$ cat src/rtl/axil_reg_bridge.sv
// rtl/axil_reg_bridge.sv - AXI4-Lite slave to single-outstanding register backend bridge; optional AXIL_BRIDGE_RANGE_CHECK_EN
module axil_reg_bridge #(
    parameter int DATA_W    = 32,
    parameter int ADDR_W    = 16,
    parameter int NUM_WORDS = 256,
    localparam int STRB_W   = DATA_W / 8,
    localparam int OFF_W    = $clog2(DATA_W / 8),
    localparam int IDX_W    = ADDR_W - OFF_W
) (
    input  logic              ACLK,
    input  logic              ARESETN,

    input  logic [ADDR_W-1:0] AWADDR,
    input  logic              AWVALID,
    output logic              AWREADY,

    input  logic [DATA_W-1:0] WDATA,
    input  logic [STRB_W-1:0] WSTRB,
    input  logic              WVALID,
    output logic              WREADY,

    output logic [1:0]        BRESP,
    output logic              BVALID,
    input  logic              BREADY,

    input  logic [ADDR_W-1:0] ARADDR,
    input  logic              ARVALID,
    output logic              ARREADY,

    output logic [DATA_W-1:0] RDATA,
    output logic [1:0]        RRESP,
    output logic              RVALID,
    input  logic              RREADY,

    output logic              bk_req,
    output logic              bk_we,
    output logic [IDX_W-1:0]  bk_addr,
    output logic [DATA_W-1:0] bk_wdata,
    output logic [STRB_W-1:0] bk_wstrb,
    input  logic              bk_ack,
    input  logic [DATA_W-1:0] bk_rdata
);

    if (DATA_W != 32 && DATA_W != 64) begin : g_bad_data_w
        $error("axil_reg_bridge: DATA_W must be 32 or 64");
    end

    localparam logic [1:0] RESP_OKAY   = 2'b00;
    localparam logic [1:0] RESP_SLVERR = 2'b10;
    localparam logic [IDX_W:0] NUM_WORDS_L = (IDX_W + 1)'(NUM_WORDS);

    typedef enum logic [2:0] {
        IDLE,
        WR_CAP,
        WR_BK,
        WR_RESP,
        RD_BK,
        RD_RESP
    } state_t;

    state_t state, state_nxt;

    // rst_done holds the ready outputs low until the first clock after reset release
    logic              rst_done;
    logic              aw_cap;
    logic              w_cap;
    logic              rd_prio;
    logic [IDX_W-1:0]  aw_idx_q;
    logic [DATA_W-1:0] wdata_q;
    logic [STRB_W-1:0] wstrb_q;

    logic              aw_have;
    logic              w_have;
    logic              wr_full;
    logic              rd_grant;
    logic              wr_grant;
    logic [IDX_W-1:0]  ar_idx;
    logic [IDX_W-1:0]  aw_idx_eff;
    logic [IDX_W-1:0]  grant_idx;
    logic              grant_oor;
    logic              addr_lsb_unused;

    assign addr_lsb_unused = ^{AWADDR[OFF_W-1:0], ARADDR[OFF_W-1:0]};

    assign AWREADY = rst_done && (state == IDLE || state == WR_CAP) && !aw_cap;
    assign WREADY  = rst_done && (state == IDLE || state == WR_CAP) && !w_cap;

    assign aw_have = aw_cap | (AWVALID & AWREADY);
    assign w_have  = w_cap  | (WVALID  & WREADY);
    assign wr_full = aw_have & w_have;

    // AR is refused only when a complete write competes and the write side is owed the grant
    assign ARREADY  = rst_done && (state == IDLE) && !(wr_full && !rd_prio);
    assign rd_grant = ARVALID & ARREADY;
    assign wr_grant = wr_full && !rd_grant && (state == IDLE || state == WR_CAP);

    assign ar_idx     = ARADDR[ADDR_W-1:OFF_W];
    assign aw_idx_eff = aw_cap ? aw_idx_q : AWADDR[ADDR_W-1:OFF_W];
    assign grant_idx  = rd_grant ? ar_idx : aw_idx_eff;

`ifdef AXIL_BRIDGE_RANGE_CHECK_EN
    assign grant_oor = ({1'b0, grant_idx} >= NUM_WORDS_L);
`else
    logic range_unused;
    assign range_unused = ^NUM_WORDS_L;
    assign grant_oor    = 1'b0;
`endif

    always_ff @(posedge ACLK or negedge ARESETN) begin
        if (!ARESETN) begin
            state <= IDLE;
        end else begin
            state <= state_nxt;
        end
    end

    always_comb begin
        state_nxt = state;
        case (state)
            IDLE: begin
                if (rd_grant) begin
                    state_nxt = grant_oor ? RD_RESP : RD_BK;
                end else if (wr_full) begin
                    state_nxt = grant_oor ? WR_RESP : WR_BK;
                end else if (aw_have ^ w_have) begin
                    state_nxt = WR_CAP;
                end
            end
            WR_CAP: begin
                if (wr_full) begin
                    state_nxt = grant_oor ? WR_RESP : WR_BK;
                end
            end
            WR_BK: begin
                if (bk_ack) begin
                    state_nxt = WR_RESP;
                end
            end
            WR_RESP: begin
                if (BREADY) begin
                    state_nxt = IDLE;
                end
            end
            RD_BK: begin
                if (bk_ack) begin
                    state_nxt = RD_RESP;
                end
            end
            RD_RESP: begin
                if (RREADY) begin
                    state_nxt = IDLE;
                end
            end
            default: state_nxt = IDLE;
        endcase
    end

    always_ff @(posedge ACLK or negedge ARESETN) begin
        if (!ARESETN) begin
            rst_done <= 1'b0;
            aw_cap   <= 1'b0;
            w_cap    <= 1'b0;
            rd_prio  <= 1'b1;
            aw_idx_q <= '0;
            wdata_q  <= '0;
            wstrb_q  <= '0;
            bk_req   <= 1'b0;
            bk_we    <= 1'b0;
            bk_addr  <= '0;
            bk_wdata <= '0;
            bk_wstrb <= '0;
            BVALID   <= 1'b0;
            BRESP    <= RESP_OKAY;
            RVALID   <= 1'b0;
            RRESP    <= RESP_OKAY;
            RDATA    <= '0;
        end else begin
            rst_done <= 1'b1;

            if (AWVALID && AWREADY) begin
                aw_cap   <= 1'b1;
                aw_idx_q <= AWADDR[ADDR_W-1:OFF_W];
            end
            if (WVALID && WREADY) begin
                w_cap   <= 1'b1;
                wdata_q <= WDATA;
                wstrb_q <= WSTRB;
            end

            if (rd_grant) begin
                rd_prio <= 1'b0;
                bk_we   <= 1'b0;
                bk_addr <= ar_idx;
                bk_req  <= !grant_oor;
                if (grant_oor) begin
                    RVALID <= 1'b1;
                    RRESP  <= RESP_SLVERR;
                    RDATA  <= '0;
                end
            end

            // Later assignments to the capture flags override the capture above
            if (wr_grant) begin
                rd_prio  <= 1'b1;
                aw_cap   <= 1'b0;
                w_cap    <= 1'b0;
                bk_we    <= 1'b1;
                bk_addr  <= aw_idx_eff;
                bk_wdata <= w_cap ? wdata_q : WDATA;
                bk_wstrb <= w_cap ? wstrb_q : WSTRB;
                bk_req   <= !grant_oor;
                if (grant_oor) begin
                    BVALID <= 1'b1;
                    BRESP  <= RESP_SLVERR;
                end
            end

            if (state == WR_BK && bk_ack) begin
                bk_req <= 1'b0;
                BVALID <= 1'b1;
                BRESP  <= RESP_OKAY;
            end
            if (state == RD_BK && bk_ack) begin
                bk_req <= 1'b0;
                RVALID <= 1'b1;
                RRESP  <= RESP_OKAY;
                RDATA  <= bk_rdata;
            end

            if (BVALID && BREADY) begin
                BVALID <= 1'b0;
            end
            if (RVALID && RREADY) begin
                RVALID <= 1'b0;
            end
        end
    end

endmodule

$ cat config.mk
export PLATFORM = sky130hd
export DESIGN_NAME = axil_reg_bridge
export DESIGN_NICKNAME = d
export VERILOG_FILES = /design/src/rtl/axil_reg_bridge.sv
export SDC_FILE = /design/constraint.sdc
export NUM_CORES = 1
export LEC_CHECK = 0
export BUFFER_PORTS_ARGS = -buffer_cell sky130_fd_sc_hd__buf_2
export CAP_MARGIN = 5
export CORE_ASPECT_RATIO = 1.2
export CORE_MARGIN = 4
export CORE_UTILIZATION = 55
export DETAILED_ROUTE_END_ITERATION = 10
export GPL_ROUTABILITY_DRIVEN = 0
export HOLD_SLACK_MARGIN = 0.08
export PLACE_DENSITY_LB_ADDON = 0.05
export SYNTH_ARGS = -nofsm -noshare
export SYNTH_HDL_FRONTEND = slang
export SYNTH_SLANG_ARGS = --single-unit
$ cat constraint.sdc
create_clock -name ACLK -period 4.8 [get_ports ACLK]
set_clock_uncertainty 0.2 [all_clocks]
set_input_delay 0.48 -clock ACLK [delete_from_list [all_inputs] [get_ports ACLK]]
set_output_delay 0.48 -clock ACLK [all_outputs]
set_load 0.01 [all_outputs]
==> run metrics <==
outcome=finished clean; Critical Path Slowest Stage Cell=dfrtp_1; CP Launch Type=flop; share of cells above drive strength 1=46.36%; Clock transition at path regs=0.06 ns; maxcap violations=0; # DRC=0; kind of critical path=reg -> out; Critical Path Source=aw_cap$_DFFE_PN0P_; antenna cells=0; max frequency=252.4 MHz; top-area cell type share of the netlist area=57.76%; TNS Setup=0 ns; asr flop ratio synth=100.0%; setup violators final=0; root buf cell=clkbuf_16; Die H=123.9 um; WL final=13370 um; RR Startpoint=aw_cap$_DFFE_PN0P_; Post-Syn Instances=487; Initial Util=56.02%; main area contributors after synthesis=dfrtp_1 58%, mux2_2 15%, mux2i_1 8.6%, nand2_1 4.0%, o21ai_0 3.9%; sequential element share of the synthesized area=58.19%; largest net degree at the start of global routing=112; die footprint=12950 um^2; final worst path period share=82.55%; crit path time final=3.962 ns; Synth Cell Area=6152 um^2; Max H-tree Level=4; fin nets=797; R2R Setup Slk=1.10 ns; Routed Antenna Nets=0; DRT Pass-1 Iters=5; WL met1=5278 um; Synth area leader=dfrtp_1; crit path DAT=3.28 ns; CTS sink cnt=143; Power, Total=5.282 mW; Max VDD drop=0.0004057 V; Worst-Skew Late Latency=0.41 ns; Slew HR=33.83%; Core Rows=42; #FFs+latches synth=143; RSZ-0062 raised after global routing=no; DIE WIDTH=104.5 um; Clock Path Buffers=2; library cells used by synthesis=39; CTS tree=built; vias in the first global route=4612; pins over their slew limit=0; LEAKAGE=3.884 nW; I/O pins=201; critical path, cell by cell=nor4b_2 -> nand2_1 -> nand2b_1 -> ha_1 -> nor2b_1 -> nor3b_1 -> buf_2; most common flop cell mapped by yosys=dfrtp_1; Hold Fails Final Rpt=0; Mean Syn Cell Area=12.63 um^2; global-route wire length before repair=22000 um; Hold Buf Count CTS=13; Hold WC Path Type=in -> reg; WP data required=4.12 ns; Avg WL per Cell=16.05 um; All-Layer GR Usage=21.49%; initial antenna violation count=0; Slew @ Worst Pin=0.9926 ns; GR Overflow Total=0; core box area=10980 um^2; cts bufs inserted=17; CP peak stage delay=0.71 ns; per-cell via count in the routed design=5.235; setup bufs post-CTS=0; Post-synth EDFFs=0; PwrDens=670.1 nW/um^2; Ys Warns=0; post-DP HPWL=9108 um; reg2reg path depth=8; FF-to-FF End=bk_wdata[24]$_DFFE_PN0N_; port bufs=192; Met2 Wirelength=6754 um; crit path to=ARREADY; crit-path max FO=16; uppermost layer routed=met4; vias=4361; CTS resizes=0; Starting DRT DRC Count=133; Area Growth Syn to Fin=28.13%; Worst setup EP type=output pin; met3 routed WL=1070 um
-- area by class of cell --
type	count	area, um^2
fill	812	3100
sequential	143	3581
multi-input combinational	309	2387
clock inverter	14	141.4
tap	132	165.2
clock buffer	18	439.2
inverter	5	18.77
timing repair buffer	212	1150
-- through the flow --
stage / setup WS, ns / hold slack [ns] / std cells / utilization [%] / area, um^2
5_1_grt: 0.5843 / 0.08106 / 833 / 71.77 / 7883
3_5_place_dp: 1.073 / 0.2660 / 788 / 65.30 / 7172
3_3_place_gp: 1.190 / 0.2564 / 788 / 65.30 / 7172
2_1_floorplan: 2.051 / -0.01559 / 490 / - / 6163
6_report: 0.8375 / 0.09511 / 833 / 71.77 / 7883
4_1_cts: 0.7551 / 0.08039 / 833 / 71.77 / 7883
-- cell usage in the layout (no fill, tap or decap), drive strengths merged --
cell           n
a2111oi        1
a21bo          1
a21oi          1
a221oi         1
a2bb2oi        1
a31oi          1
and2           2
buf          199
bufinv         2
clkbuf        18
clkinv         6
clkinvlp       4
conb           5
dfrtp        142
dfstp          1
dlygate4sd3   13
ha             1
inv            7
maj3           1
mux2          82
mux2i         53
nand2         67
nand2b         6
nor2           2
nor2b          1
nor3           2
nor3b          3
nor4b          3
o21a           1
o21ai         68
o31a           1
o31ai          2
o32a           1
or3            1
xnor2          1
-- worst min-delay path by stage --
stage          slack, ns                     from                       to  cells past startpoint
6_report             0.1                ARADDR[9]   bk_addr[7]$_DFFE_PN0P_                      3
5_1_grt             0.08             bk_rdata[27]    RDATA[27]$_DFFE_PN0P_                      2
4_1_cts             0.08             bk_rdata[13]    RDATA[13]$_DFFE_PN0P_                      2
3_5_place_dp        0.27  bk_wstrb[2]$_DFFE_PN0N_  bk_wstrb[2]$_DFFE_PN0N_                      2
3_3_place_gp        0.26       RVALID$_DFFE_PN0P_       RVALID$_DFFE_PN0P_                      1
2_1_floorplan      -0.02                  ARESETN       BVALID$_DFFE_PN0P_                      0
-- metal layers --
layer / up-vias / GRT usage [%]
li1: 2089 / -
met1: 2100 / 25.05
met2: 148 / 36.55
met3: 24 / 7.828
met4: 0 / 8.396
met5: - / 0
-- worst max-delay path: cells and delay by family (launching register included) --
family / cells / cell delay [ns]
DFF: 1 / 0.71
adders and majority gates: 1 / 0.28
and+or+nand+nor: 5 / 1.72
buffers and inverters: 1 / 0.17
-- power by group --
part           switching (mW)  internal (mW)  total [mW]
Combinational           0.894          0.935        1.83
Sequential              0.377           1.79        2.17
Clock                   0.507          0.777        1.28
-- state kept, by name, summed over array words and instances, names as in the netlist, 3 cells and up --
name and count:
bk_wdata 32, wstrb_q 4, wdata_q 32, RDATA 32, state 3, bk_addr 14, aw_idx_q 14, bk_wstrb 4
-- cell usage after synthesis, types with 2 or more instances --
cell type / number
dfrtp_1: 142
mux2_2: 82
nand2_1: 66
mux2i_1: 53
o21ai_0: 48
o21ai_1: 20
buf_2: 12
clkbuf_1: 10
nand2b_1: 6
buf_4: 5
buf_6: 5
inv_1: 5
nor4b_2: 3
and2_1: 2
conb_1: 2
nor2_1: 2
nor3b_2: 2
-- cell families after synthesis --
group                    after synthesis  synth area share [%]
multiplexers                         135                 23.63
other                                  2                0.1221
adder cells (fa/ha/maj)                2                0.3661
XOR/XNOR                               1                0.1424
AO/OA/AOI/OAI                         79                 7.200
AND/OR/NAND/NOR                       87                 6.854
buffers and inverters                 38                 3.498
flip-flops                           143                 58.19
(Power assumes the default switching activity.)
